$ cat src/rtl/radix2_butterfly_cfg.sv
// radix2_butterfly_cfg: pipelined DIF/DIT radix-2 butterfly with scaling, saturation and sticky BFP flags
module radix2_butterfly_cfg #(
  parameter int DW = 16,
  parameter int TW_DW = 16,
  parameter int ADDR_W = 9,
  parameter int CTRL_W = 2
) (
  input  logic              clk,
  input  logic              reset,
  input  logic              ce,
  input  logic              iact,
  input  logic [CTRL_W-1:0] ictrl,
  input  logic [ADDR_W-1:0] iaddr,
  input  logic              imode,
  input  logic              iscale,
  input  logic [DW-1:0]     A_real,
  input  logic [DW-1:0]     A_imag,
  input  logic [DW-1:0]     B_real,
  input  logic [DW-1:0]     B_imag,
  input  logic [TW_DW-1:0]  twiddle_real,
  input  logic [TW_DW-1:0]  twiddle_imag,
  input  logic              clr_status,
  output logic              oact,
  output logic [CTRL_W-1:0] octrl,
  output logic [ADDR_W-1:0] oaddr,
  output logic [DW-1:0]     out_A_real,
  output logic [DW-1:0]     out_A_imag,
  output logic [DW-1:0]     out_B_real,
  output logic [DW-1:0]     out_B_imag,
  output logic              ovf,
  output logic              grow
);
  localparam int SW = DW + 1;
  localparam int PW = DW + 1 + TW_DW;
  localparam int CW = PW + 1;
  localparam int XW = DW + 4;
  localparam logic signed [CW-1:0] HALF = CW'(1) <<< (TW_DW - 2);
  localparam logic signed [XW-1:0] MAXV = XW'(2 ** (DW - 1) - 1);
  localparam logic signed [XW-1:0] MINV = ~MAXV;
  localparam logic signed [XW-1:0] GROWV = XW'(2 ** (DW - 2));
  localparam logic signed [XW-1:0] NGROWV = -GROWV;
  // returns {clamped, grown, value}
  function automatic logic [DW+1:0] scale_sat(input logic signed [XW-1:0] x, input logic sc);
    logic signed [XW-1:0] y, q;
    y = sc ? (x + XW'(1)) >>> 1 : x;
    q = y > MAXV ? MAXV : (y < MINV ? MINV : y);
    return {y != q, q >= GROWV || q < NGROWV, q[DW-1:0]};
  endfunction
  logic signed [SW-1:0] a_re, a_im, b_re, b_im;
  assign a_re = SW'($signed(A_real));
  assign a_im = SW'($signed(A_imag));
  assign b_re = SW'($signed(B_real));
  assign b_im = SW'($signed(B_imag));
  logic                     v1, v2, v3, v4;
  logic                     md1, md2, sc1, sc2, sc3;
  logic [CTRL_W-1:0]        ct1, ct2, ct3, ct4;
  logic [ADDR_W-1:0]        ad1, ad2, ad3, ad4;
  logic signed [SW-1:0]     m1_re, m1_im, p1_re, p1_im, p2_re, p2_im;
  logic signed [TW_DW-1:0]  w1_re, w1_im;
  logic signed [PW-1:0]     prr, pii, pri, pir;
  logic signed [CW-1:0]     c_re, c_im;
  logic signed [XW-1:0]     bw_re, bw_im, pe_re, pe_im;
  logic [3:0][XW-1:0]       x3;
  logic [3:0][DW-1:0]       q_c, q4;
  logic [3:0]               sat_c, grow_c;
  logic                     sat4, grow4;
  assign c_re  = CW'(prr) - CW'(pii);
  assign c_im  = CW'(pri) + CW'(pir);
  assign bw_re = XW'((c_re + HALF) >>> (TW_DW - 1));
  assign bw_im = XW'((c_im + HALF) >>> (TW_DW - 1));
  assign pe_re = XW'(p2_re);
  assign pe_im = XW'(p2_im);
  for (genvar i = 0; i < 4; i++) begin : g_sat
    assign {sat_c[i], grow_c[i], q_c[i]} = scale_sat($signed(x3[i]), sc3);
  end
  always_ff @(posedge clk or negedge reset) begin
    if (!reset) begin
      {v1, v2, v3, v4, oact} <= '0;
      {md1, md2, sc1, sc2, sc3, sat4, grow4} <= '0;
      {ct1, ct2, ct3, ct4, octrl} <= '0;
      {ad1, ad2, ad3, ad4, oaddr} <= '0;
      {m1_re, m1_im, p1_re, p1_im, p2_re, p2_im, w1_re, w1_im} <= '0;
      {prr, pii, pri, pir} <= '0;
      x3 <= '0;
      q4 <= '0;
      {out_A_real, out_A_imag, out_B_real, out_B_imag} <= '0;
    end else if (ce) begin
      v1    <= iact;
      md1   <= imode;
      sc1   <= iscale;
      ct1   <= ictrl;
      ad1   <= iaddr;
      m1_re <= imode ? b_re : a_re - b_re;
      m1_im <= imode ? b_im : a_im - b_im;
      p1_re <= imode ? a_re : a_re + b_re;
      p1_im <= imode ? a_im : a_im + b_im;
      w1_re <= $signed(twiddle_real);
      w1_im <= $signed(twiddle_imag);
      v2    <= v1;
      md2   <= md1;
      sc2   <= sc1;
      ct2   <= ct1;
      ad2   <= ad1;
      p2_re <= p1_re;
      p2_im <= p1_im;
      prr   <= PW'(m1_re) * PW'(w1_re);
      pii   <= PW'(m1_im) * PW'(w1_im);
      pri   <= PW'(m1_re) * PW'(w1_im);
      pir   <= PW'(m1_im) * PW'(w1_re);
      v3    <= v2;
      sc3   <= sc2;
      ct3   <= ct2;
      ad3   <= ad2;
      x3[0] <= md2 ? pe_re + bw_re : pe_re;
      x3[1] <= md2 ? pe_im + bw_im : pe_im;
      x3[2] <= md2 ? pe_re - bw_re : bw_re;
      x3[3] <= md2 ? pe_im - bw_im : bw_im;
      v4    <= v3;
      ct4   <= ct3;
      ad4   <= ad3;
      q4    <= q_c;
      sat4  <= |sat_c;
      grow4 <= |grow_c;
      oact  <= v4;
      if (v4) begin
        octrl      <= ct4;
        oaddr      <= ad4;
        out_A_real <= q4[0];
        out_A_imag <= q4[1];
        out_B_real <= q4[2];
        out_B_imag <= q4[3];
      end
    end
  end
  // clear acts even while stalled; a coincident set wins
  always_ff @(posedge clk or negedge reset) begin
    if (!reset) begin
      ovf  <= 1'b0;
      grow <= 1'b0;
    end else begin
      ovf  <= (ovf & ~clr_status) | (ce & v4 & sat4);
      grow <= (grow & ~clr_status) | (ce & v4 & grow4);
    end
  end
endmodule

$ cat config.mk
export PLATFORM = sky130hd
export DESIGN_NAME = radix2_butterfly_cfg
export DESIGN_NICKNAME = d
export VERILOG_FILES = /design/src/rtl/radix2_butterfly_cfg.sv
export SDC_FILE = /design/constraint.sdc
export NUM_CORES = 2
export LEC_CHECK = 0
export ABC_AREA = 1
export ABC_CLOCK_PERIOD_IN_PS = 7480
export CAP_MARGIN = 20
export CORE_MARGIN = 10
export CORE_UTILIZATION = 35
export DETAILED_ROUTE_END_ITERATION = 10
export PLACE_DENSITY = 0.54
export SLEW_MARGIN = 20
export SYNTH_ARGS = -nofsm -noshare
export SYNTH_HDL_FRONTEND = slang
export SYNTH_SLANG_ARGS = --single-unit
$ cat constraint.sdc
create_clock -name clk -period 7.48 [get_ports clk]
set_input_delay 0.748 -clock clk [delete_from_list [all_inputs] [get_ports clk]]
set_output_delay 0.748 -clock clk [all_outputs]
set_load 0.05 [all_outputs]
==> flow_summary_export.csv <==
group,metric,value,unit
status,status,"completed",
route,via_count,66200,
layout,syn_to_final_growth,10.0,%
route,first_pass_iters,6,
synth,synth_area_per_cell,7.58,um2
route,met1_length,113000,um
sta,finalSetupViolCount,0,
clocking,cts_max_path_buffers,3,
placed_design,place_congestion,0.909,
critical_path,r2r_cells,20,
min_path,hold_class,"input port to async pin",
synth,yosysSeqAreaShare,17.3,%
floorplan,die_y,493,um
synth,yosysUniqueCellTypes,63,
critical_path,crit_path_end_kind,"flop",
grt,grt_max_degree,188,
route,wl_per_cell,19.6,um
clocking,clkLatencyLatePin,0.72,ns
critical_path,r2r_slack,0.59,ns
sta,worstMarginPinSlew,1.14,ns
synth,synth_area_leaders,"fa_1 (28%), dfrtp_1 (17%), nand2_1 (13%)",
sta,rsz0062_at_grt,"no",
grt,grt_pass1_wl,410000,um
grt,grt_pass1_vias,68000,
critical_path,cp_max_fo,6,
synth,yosys_most_used_dff,"dfrtp_1",
sta,finalHoldViolations,0,
synth,synth_seq_cells,543,
clocking,cts_tree,"done",
floorplan,rows,173,
sta,post-route-period-util,92.1,%
synth,ys_async_sr_fraction,100,%
grt,antenna_found_initial,17,
route,via_per_inst,4.95,
floorplan,coreArea,223000,um2
sta,fmax,145,MHz
clocking,cts_sinks,543,
clocking,clkTransAtPathRegs,0.06,ns
synth,synth_edf_count,0,
sta,tns,0,ns
critical_path,rr_endpoint,"pir[28]",
route,ant_nets,0,
floorplan,die-area,243000,um2
grt,grt_usage,21.4,%
critical_path,cp.required,8.06,ns
flow_run,drv_cap,0,
synth,synth.net_count,12200,
layout,drive_above_1_share,3.95,%
route,wl,262000,um
clocking,root_buffer,"clkbuf_16",
route,wl_met2,125000,um
synth,synth_cells,10400,
synth,synth_area,78400,um2
clocking,htreeDepth,3,
synth,synth_warnings,0,
clocking,cts_resized,0,
critical_path,critPathLaunchType,"flop",
critical_path,critPathKind,"flop to flop",
placed_design,io_buffers,191,
clocking,cts_hold_buf,0,
grt,grt-ovfl-total,0,
sta,relSlewSlack,23.8,%
critical_path,worstPathArrival,7.47,ns
floorplan,ioPinCount,192,
sta,fin_crit,6.89,ns
clocking,cts_setup_buffers,0,
route,drc,0,
critical_path,reg2reg_from,"w1_re[1]",
route,met3_wirelength,14400,um
floorplan,fp.dieW,493,um
sta,skew,0.0280,ns
route,drt_iter0_drc,4776,
placed_design,placed_area,83700,um2
layout,layout.nets,12200,
synth,synth_top_area_share,28.4,%
floorplan,initial_utilization,35.2,%
layout,final_area,86300,um2
placed_design,dpl.hpwl,213000,um
synth,yosys.area.top_type,"fa_1",
clocking,cts_buffers,72,
route,highest_layer,"met5",
sta,finalMaxSlewViolations,0,
-- cell type report --
class	count	area, um2
well taps	2975	3720
diodes	8	20.0
multi-input cells	6965	54100
fillers	23300	136000
clock inverters	34	494
repair buffers	342	3280
inverters	2396	9000
flip-flops and latches	543	13600
clock buffers	96	2050
-- worst max path at each step --
stage | to | slack [ns] | depth (start not counted) | startpoint
after floorplan | pri[32] | 1.48 | 24 | m1_re[16]
after global placement | pri[32] | 0.72 | 23 | w1_im[5]
after detailed placement | pri[32] | 0.72 | 23 | m1_re[16]
after CTS | pri[32] | 0.68 | 23 | m1_re[16]
after global routing | pri[32] | 0.17 | 23 | m1_re[16]
final | pir[28] | 0.59 | 20 | w1_re[1]
-- metal layers --
metal,GRT usage [%],vias up
met3,3.07,363
met2,36.4,1750
li1,-,31200
met5,0,-
met4,6.48,16
met1,28.3,32900
-- through the flow --
stage | hold slack (ns) | cells | setup WS [ns] | utilization, %
after floorplan | 0.442 | 10400 | 1.48 | -
after global placement | 0.454 | 13200 | 0.716 | 37.6
after detailed placement | 0.458 | 13200 | 0.718 | 37.6
after CTS | 0.0248 | 13400 | 0.683 | 38.8
after global routing | 0.0633 | 13400 | 0.170 | 38.8
final | 0.0368 | 13400 | 0.591 | 38.8
-- sequential cells by signal, indices dropped and copies added, names as in the netlist, 9 cells and up --
signal / flops
out_B_imag: 16
m1_re: 17
x3: 80
p1_re: 17
w1_im: 16
out_A_real: 16
ad3: 9
ad1: 9
p1_im: 17
oaddr: 9
w1_re: 16
m1_im: 17
ad4: 9
pri: 33
out_B_real: 16
ad2: 9
p2_im: 17
q4: 64
pii: 33
out_A_imag: 16
pir: 33
p2_re: 17
prr: 33
-- cell usage in the layout (no fill, tap or decap), types with 14 or more instances in the layout --
master / count
o21ai_0: 519
a22oi_1: 40
a21oi_1: 477
o21ai_1: 24
inv_1: 2383
clkbuf_16: 73
nor2_1: 503
clkbuf_8: 14
or2_2: 48
o211ai_1: 40
xor2_1: 94
xnor2_1: 72
o31ai_1: 19
o22ai_1: 18
buf_4: 133
nand2_1: 2634
a21o_1: 24
nor3_1: 63
buf_12: 18
nand3_1: 302
a31oi_1: 72
a211oi_1: 19
o21bai_1: 35
fa_1: 1112
o221ai_1: 19
ha_1: 612
nand4_1: 65
nor2_2: 14
o21a_1: 15
clkdlybuf4s50_1: 188
nand2_2: 16
dfrtp_1: 542
-- cell usage after synthesis, types with 20 or more instances --
cell	number
a21o_1	24
a21oi_1	477
a22oi_1	40
a31oi_1	72
buf_1	20
buf_2	23
clkbuf_1	401
dfrtp_1	543
fa_1	1112
ha_1	612
inv_1	2383
nand2_1	2635
nand3_1	302
nand4_1	65
nor2_1	504
nor3_1	63
o211ai_1	40
o21ai_0	520
o21ai_1	23
o21bai_1	35
or2_2	48
xnor2_1	72
xor2_1	94
-- critical path, cell delays in order, from the launching register on --
cell and delay (ns):
dfrtp_1 0.90, nand2_1 0.21, inv_1 0.17, fa_1 0.56, fa_1 0.84, inv_1 0.19, fa_1 0.48, fa_1 0.55
inv_1 0.06, fa_1 0.55, fa_1 0.42, ha_1 0.37, a21oi_1 0.16, o21ai_0 0.11, a21oi_1 0.22, nand3_1 0.23
nand3_1 0.13, nand2_1 0.10, or2_2 0.28, nand3_1 0.13, nand2_1 0.08
-- kinds of logic (layout without fill, tap and decap cells) --
kind of cell | count (synthesis) | after routing | synth area share, %
flip-flops | 543 | 543 | 17.3
buffers and inverters | 2844 | 2868 | 13.7
adder cells (fa/ha/maj) | 1724 | 1724 | 38.1
AND/OR/NAND/NOR | 3692 | 3692 | 19.0
multiplexers | 14 | 14 | 0.199
other | 0 | 8 | 0
XOR/XNOR | 166 | 166 | 1.85
AO/OA/AOI/OAI | 1369 | 1369 | 9.80
Power is not shown: default switching activity piles up to over one toggle a cycle in this logic, so the estimate is an artifact.
